--- config.mk ---
export PLATFORM = sky130hd
export DESIGN_NAME = ds_sample_scheduler
export DESIGN_NICKNAME = d
export VERILOG_FILES = /design/src/rtl/ds_pkg.sv /design/src/rtl/sync_fifo.sv /design/src/rtl/ds_sample_scheduler.sv
export SDC_FILE = /design/constraint.sdc
export NUM_CORES = 1
export LEC_CHECK = 0
export BUFFER_PORTS_ARGS = -buffer_cell sky130_fd_sc_hd__buf_2
export CAP_MARGIN = 5
export CORE_AREA = 2 2 175 108
export CTS_BUF_LIST = sky130_fd_sc_hd__clkbuf_2 sky130_fd_sc_hd__clkbuf_4 sky130_fd_sc_hd__clkbuf_8
export DETAILED_ROUTE_END_ITERATION = 6
export DIE_AREA = 0 0 177 110
export PLACE_DENSITY = 0.6
export SLEW_MARGIN = 20
export SYNTH_ARGS = -nofsm -noshare
export SYNTH_HDL_FRONTEND = slang
export SYNTH_SLANG_ARGS = --single-unit
--- constraint.sdc ---
create_clock -name clk -period 3.79 [get_ports clk]
set_input_delay 1.137 -clock clk [delete_from_list [all_inputs] [get_ports clk]]
set_output_delay 1.137 -clock clk [all_outputs]
set_load 0.005 [all_outputs]
--- src/rtl/ds_pkg.sv ---
// Shared types and constants for the delta-sigma sample scheduler.
package ds_pkg;

  localparam int SAMPLE_BITS = 16;
  localparam int MIDSCALE    = 1 << (SAMPLE_BITS - 1);

  typedef logic [SAMPLE_BITS-1:0] sample_t;

endpackage

--- src/rtl/sync_fifo.sv ---
// Single-clock FIFO with show-ahead output. Pointers wrap modulo depth and
// occupancy is kept in its own counter so full/empty need no extra pointer bit.
module sync_fifo
  import ds_pkg::*;
#(
  parameter int WIDTH      = SAMPLE_BITS,
  parameter int DEPTH_LOG2 = 3
) (
  input  logic                  clk,
  input  logic                  reset,
  input  logic                  push,
  input  logic                  pop,
  input  logic [WIDTH-1:0]      din,
  output logic [WIDTH-1:0]      dout,
  output logic [DEPTH_LOG2:0]   level,
  output logic                  full,
  output logic                  empty
);

  localparam int DEPTH = 1 << DEPTH_LOG2;
  localparam logic [DEPTH_LOG2:0] DEPTH_LVL = (DEPTH_LOG2 + 1)'(DEPTH);

  logic [WIDTH-1:0]      mem [DEPTH];
  logic [DEPTH_LOG2-1:0] wr_ptr_q, wr_ptr_d;
  logic [DEPTH_LOG2-1:0] rd_ptr_q, rd_ptr_d;
  logic [DEPTH_LOG2:0]   level_q, level_d;
  logic                  do_push, do_pop;

  // A push while full is dropped even if a pop frees a slot this cycle.
  assign do_push = push && !full;
  assign do_pop  = pop && !empty;

  assign full  = (level_q == DEPTH_LVL);
  assign empty = (level_q == '0);
  assign level = level_q;
  assign dout  = mem[rd_ptr_q];

  // Next-state for pointers and occupancy.
  always_comb begin
    wr_ptr_d = wr_ptr_q;
    rd_ptr_d = rd_ptr_q;
    level_d  = level_q;
    if (do_push) wr_ptr_d = wr_ptr_q + DEPTH_LOG2'(1);
    if (do_pop)  rd_ptr_d = rd_ptr_q + DEPTH_LOG2'(1);
    case ({do_push, do_pop})
      2'b10:   level_d = level_q + (DEPTH_LOG2 + 1)'(1);
      2'b01:   level_d = level_q - (DEPTH_LOG2 + 1)'(1);
      default: level_d = level_q;
    endcase
  end

  // Control state; reset empties the FIFO.
  always_ff @(posedge clk) begin
    if (reset) begin
      wr_ptr_q <= '0;
      rd_ptr_q <= '0;
      level_q  <= '0;
    end else begin
      wr_ptr_q <= wr_ptr_d;
      rd_ptr_q <= rd_ptr_d;
      level_q  <= level_d;
    end
  end

  // Sample storage; contents are don't-care until written.
  always_ff @(posedge clk) begin
    if (do_push) mem[wr_ptr_q] <= din;
  end

endmodule

--- src/rtl/ds_sample_scheduler.sv ---
// Feeds buffered samples to the modulator u input, one pop every
// (rate_div+1) modulator pulses, with sticky underrun reporting.
module ds_sample_scheduler #(
  parameter int SAMPLE_BITS     = 16,
  parameter int FIFO_DEPTH_LOG2 = 3,
  parameter int DIV_BITS        = 8
) (
  input  logic                       clk,
  input  logic                       reset,
  input  logic                       wr_valid,
  input  logic [SAMPLE_BITS-1:0]     wr_data,
  output logic                       wr_ready,
  input  logic                       enable,
  input  logic [DIV_BITS-1:0]        rate_div,
  input  logic                       hold_mode,
  input  logic                       pulse_done,
  output logic [SAMPLE_BITS-1:0]     u_out,
  output logic                       u_update,
  output logic [FIFO_DEPTH_LOG2:0]   fifo_level,
  output logic                       underrun,
  input  logic                       clr_underrun
);

  import ds_pkg::*;

  localparam logic [SAMPLE_BITS-1:0] MID_U = SAMPLE_BITS'(1) << (SAMPLE_BITS - 1);

  logic [DIV_BITS-1:0]    cnt_q, cnt_d;
  logic [SAMPLE_BITS-1:0] u_out_q, u_out_d;
  logic                   u_update_q, u_update_d;
  logic                   underrun_q, underrun_d;

  logic                   fifo_push, fifo_pop, fifo_full, fifo_empty;
  logic [SAMPLE_BITS-1:0] fifo_dout;
  logic                   pop_slot;

  assign wr_ready  = !fifo_full;
  assign fifo_push = wr_valid && wr_ready;
  // Slot fires on the pulse where the down-counter has reached zero, so the
  // first pulse after enable rises always pops.
  assign pop_slot  = enable && pulse_done && (cnt_q == '0);
  // Emptiness is registered, so a same-cycle push into an empty FIFO is not
  // visible to this slot; it is picked up at the next one.
  assign fifo_pop  = pop_slot && !fifo_empty;

  sync_fifo #(
    .WIDTH      (SAMPLE_BITS),
    .DEPTH_LOG2 (FIFO_DEPTH_LOG2)
  ) u_fifo (
    .clk   (clk),
    .reset (reset),
    .push  (fifo_push),
    .pop   (fifo_pop),
    .din   (wr_data),
    .dout  (fifo_dout),
    .level (fifo_level),
    .full  (fifo_full),
    .empty (fifo_empty)
  );

  // Pulse divider, u register, update strobe and sticky underrun next-state.
  always_comb begin
    cnt_d      = cnt_q;
    u_out_d    = u_out_q;
    u_update_d = 1'b0;
    underrun_d = underrun_q;

    if (!enable) begin
      cnt_d = '0;
    end else if (pulse_done) begin
      // rate_div is sampled only at reload, so mid-count changes wait.
      cnt_d = (cnt_q == '0) ? rate_div : cnt_q - DIV_BITS'(1);
    end

    if (pop_slot && !fifo_empty) begin
      u_out_d    = fifo_dout;
      u_update_d = 1'b1;
    end else if (pop_slot && !hold_mode) begin
      u_out_d = MID_U;
    end

    // A same-cycle set beats the clear.
    if (pop_slot && fifo_empty) underrun_d = 1'b1;
    else if (clr_underrun)      underrun_d = 1'b0;
  end

  // Scheduler registers; reset restores midscale and clears all status.
  always_ff @(posedge clk) begin
    if (reset) begin
      cnt_q      <= '0;
      u_out_q    <= MID_U;
      u_update_q <= 1'b0;
      underrun_q <= 1'b0;
    end else begin
      cnt_q      <= cnt_d;
      u_out_q    <= u_out_d;
      u_update_q <= u_update_d;
      underrun_q <= underrun_d;
    end
  end

  assign u_out    = u_out_q;
  assign u_update = u_update_q;
  assign underrun = underrun_q;

endmodule

==> results.json <==
{
  "status": "completed",
  "setup_violations": 0,
  "antenna_found_initial": 1,
  "synth_warnings": 0,
  "cts_tree": "yes",
  "grt_use_total_pct": 14.15,
  "grt-ovfl-total": 0,
  "total_leakage_power_nw": 2.629,
  "required_ns": 4.18,
  "cts_post_setup_buffers_inserted": 0,
  "worstSetupEndpointType": "flop",
  "port_buffers": 53,
  "avgViaCountPerCell": 5.133,
  "cts_resized": 0,
  "drt_wl_total_um": 12880,
  "ios": 54,
  "synthCells": 374,
  "ys.flop_type": "edfxtp_1",
  "cp_slowest_cell": "nor4b_4",
  "final.min_clock_period_ns": 3.129,
  "min_period_over_period_pct": 82.56,
  "nets": 475,
  "n_fill_cell": 1592,
  "syn_avg_cell_area_sq_um": 17.86,
  "crit_fanout": 14,
  "rsz0062_at_grt": "false",
  "core_sq_um": 17830,
  "clock_sinks": 167,
  "syn2layout_area_growth_pct": 13.97,
  "path_class": "input pin to flop",
  "die_area_sq_um": 19470,
  "async_reset_ff_share_pct": 0,
  "grt_pass1_wl_um": 19670,
  "drive_gt1_share_pct": 28.89,
  "powerDensity_nw_per_um2": 473.6,
  "skew_ns": 0.01893,
  "num_antenna_cells": 0,
  "drc": 0,
  "peakVddDrop_mv": 0.2098,
  "vias": 3542,
  "gp_congestion": 0.7762,
  "worst_ep_arrival_time_ns": 3.52,
  "slew_viol_final": 0,
  "die_h_um": 110,
  "cts.path.max_buffers": 2,
  "cts_buffers": 17,
  "clock.fmax_ghz": 0.3196,
  "power_mw": 3.606,
  "holdWs_ns": 0.4798,
  "clk_latency_ns": 0.46,
  "drtIter0Drc": 164,
  "hold_viol": 0,
  "crit_chain": "buf_2 -> nor4b_4 -> and2_1 -> and3_1 -> ha_1 -> xor2_1 -> ha_1 -> a21oi_1 -> xor2_1 -> or3_1 -> a21oi_1",
  "wl_per_cell_um": 18.66,
  "clock-root-buffer": "clkbuf_8",
  "placed_area_sq_um": 7219,
  "synth_nets": 412,
  "cts.htree.levels": 4,
  "start_kind": "input pin",
  "rows": 38,
  "synth_seq_area_share_pct": 69.21,
  "synthDistinctLibCells": 45,
  "worst_pin_slew_ns": 1.059,
  "syn_area_sq_um": 6681,
  "cts_hold_buf": 0,
  "stdcell_area_sq_um": 7615,
  "die_w_um": 177,
  "ys_seq_elements": 167,
  "slowest_delay_ns": 0.37,
  "first_pass_iters": 4,
  "hpwl_um": 7768,
  "slew_headroom_pct": 29.30,
  "setup_tns_ns": 0,
  "hold_class": "flop to flop",
  "postRouteAntennaNets": 0,
  "start_util_pct": 37.47,
  "grt_pass1_vias": 3528,
  "synth_edf_count": 128,
  "grt_max_degree": 33,
  "cts.clk_slew.worst_paths_ns": 0.09,
  "fin_util_pct": 42.71,
  "cap_violations": 0
}
-- cell usage in the layout, fill, tap and decap left out, drive strengths merged, types with 2 or more instances in the layout --
master | synthesis | layout
xor2 | 5 | 5
mux2i | 4 | 4
nand2b | 4 | 4
a211oi | 3 | 3
nor3 | 6 | 6
a21oi | 16 | 16
nand2 | 12 | 12
and2 | 3 | 3
nor2 | 21 | 21
a22o | 15 | 15
clkbuf | 8 | 18
mux2 | 16 | 16
edfxtp | 128 | 128
clkinvlp | 0 | 4
nand3 | 4 | 4
nor4 | 2 | 2
o21ai | 6 | 6
ha | 7 | 7
a32oi | 2 | 2
nor4bb | 2 | 2
or4b | 2 | 2
dfxtp | 39 | 39
mux4 | 32 | 32
clkinv | 0 | 4
nor2b | 3 | 3
nand4b | 3 | 3
nor4b | 3 | 3
buf | 11 | 63
or3 | 2 | 2
inv | 4 | 9
and3 | 3 | 3
-- power breakdown --
part	total (mW)	leakage, nW	switching (mW)	internal [mW]
clock network	1.23	0.183	0.677	0.550
registers	2.07	1.48	0.0482	2.02
logic	0.308	0.966	0.167	0.141
total	3.61	2.63	0.892	2.71
-- cell type report --
| class | count | area, sq um | share of cell area (%) |
|---|---|---|---|
| Clock inverter | 14 | 138.9 | 1.824 |
| Tap cell | 240 | 300.3 | 3.943 |
| Timing Repair Buffer | 63 | 340.3 | 4.469 |
| Multi-Input combinational cell | 184 | 1946 | 25.55 |
| Clock buffer | 18 | 247.7 | 3.253 |
| Inverter | 4 | 15.01 | 0.1972 |
| Sequential cell | 167 | 4627 | 60.76 |
-- path summary, 6_finish.rpt --
check / slack, ns / to / start / cells past startpoint
min: 0.48 / u_out[3] / u_out[3] / 1
max reg2reg: 1.01 / u_fifo.level[2] / cnt_q[0] / 13
min reg2reg: 0.48 / u_out[3] / u_out[3] / 1
max: 0.66 / u_fifo.level[2] / pulse_done / 11
-- per-layer routing --
layer | share of wire, % | up-vias | global-route usage [%]
li1 | - | 1634 | -
met5 | 0.093 | - | 0
met3 | 3.4 | 17 | 3.772
met2 | 47 | 61 | 22.35
met4 | 1.2 | 2 | 5.490
met1 | 49 | 1828 | 18.86
-- critical path: cells and delay by family --
family | cells | cell delay [ns]
xor gates and xnor gates | 2 | 0.35
adders and majority gates | 2 | 0.44
AOI/OAI and AO/OA | 2 | 0.18
buffers and inverters | 1 | 0.22
and+or+nand+nor | 4 | 1.18
-- logic make-up after synthesis --
group	Yosys count	share of synthesized area (%)
flops	167	69.21
simple gates	74	6.704
mux	52	15.37
compound gates	46	4.794
buf+inv	23	1.947
fa+ha+maj	7	1.311
xor+xnor	5	0.6554
-- registers in the layout (all words and copies together) (netlist names), named ones only --
name	flops
cnt_q	8
u_fifo.level	4
u_fifo.mem	128
u_fifo.rd_ptr_q	3
u_fifo.wr_ptr_q	3
u_out	16
u_update	1
underrun	1
-- cells in the mapped netlist (5+ instances only) --
cell type    n  area share [%]
edfxtp_1   128              58
dfxtp_1     39              12
mux4_1      23             9.0
nor2_1      21             1.2
a21oi_1     16             1.2
mux2_2      16             2.7
a22o_1      15             2.0
nand2_1     12            0.67
mux4_2       9             3.0
clkbuf_1     8            0.45
ha_1         7             1.3
o21ai_0      6            0.45
buf_6        5            0.84
nor3_1       5            0.37
xor2_1       5            0.66
-- through the flow --
stage | std cells | setup slack (ns)
after floorplan | 374 | 0.6855
after global placement | 658 | 0.3761
after detailed placement | 658 | 0.2657
after CTS | 690 | 0.7502
after global routing | 690 | 0.5475
final | 690 | 0.6610
(Power assumes the default switching activity.)
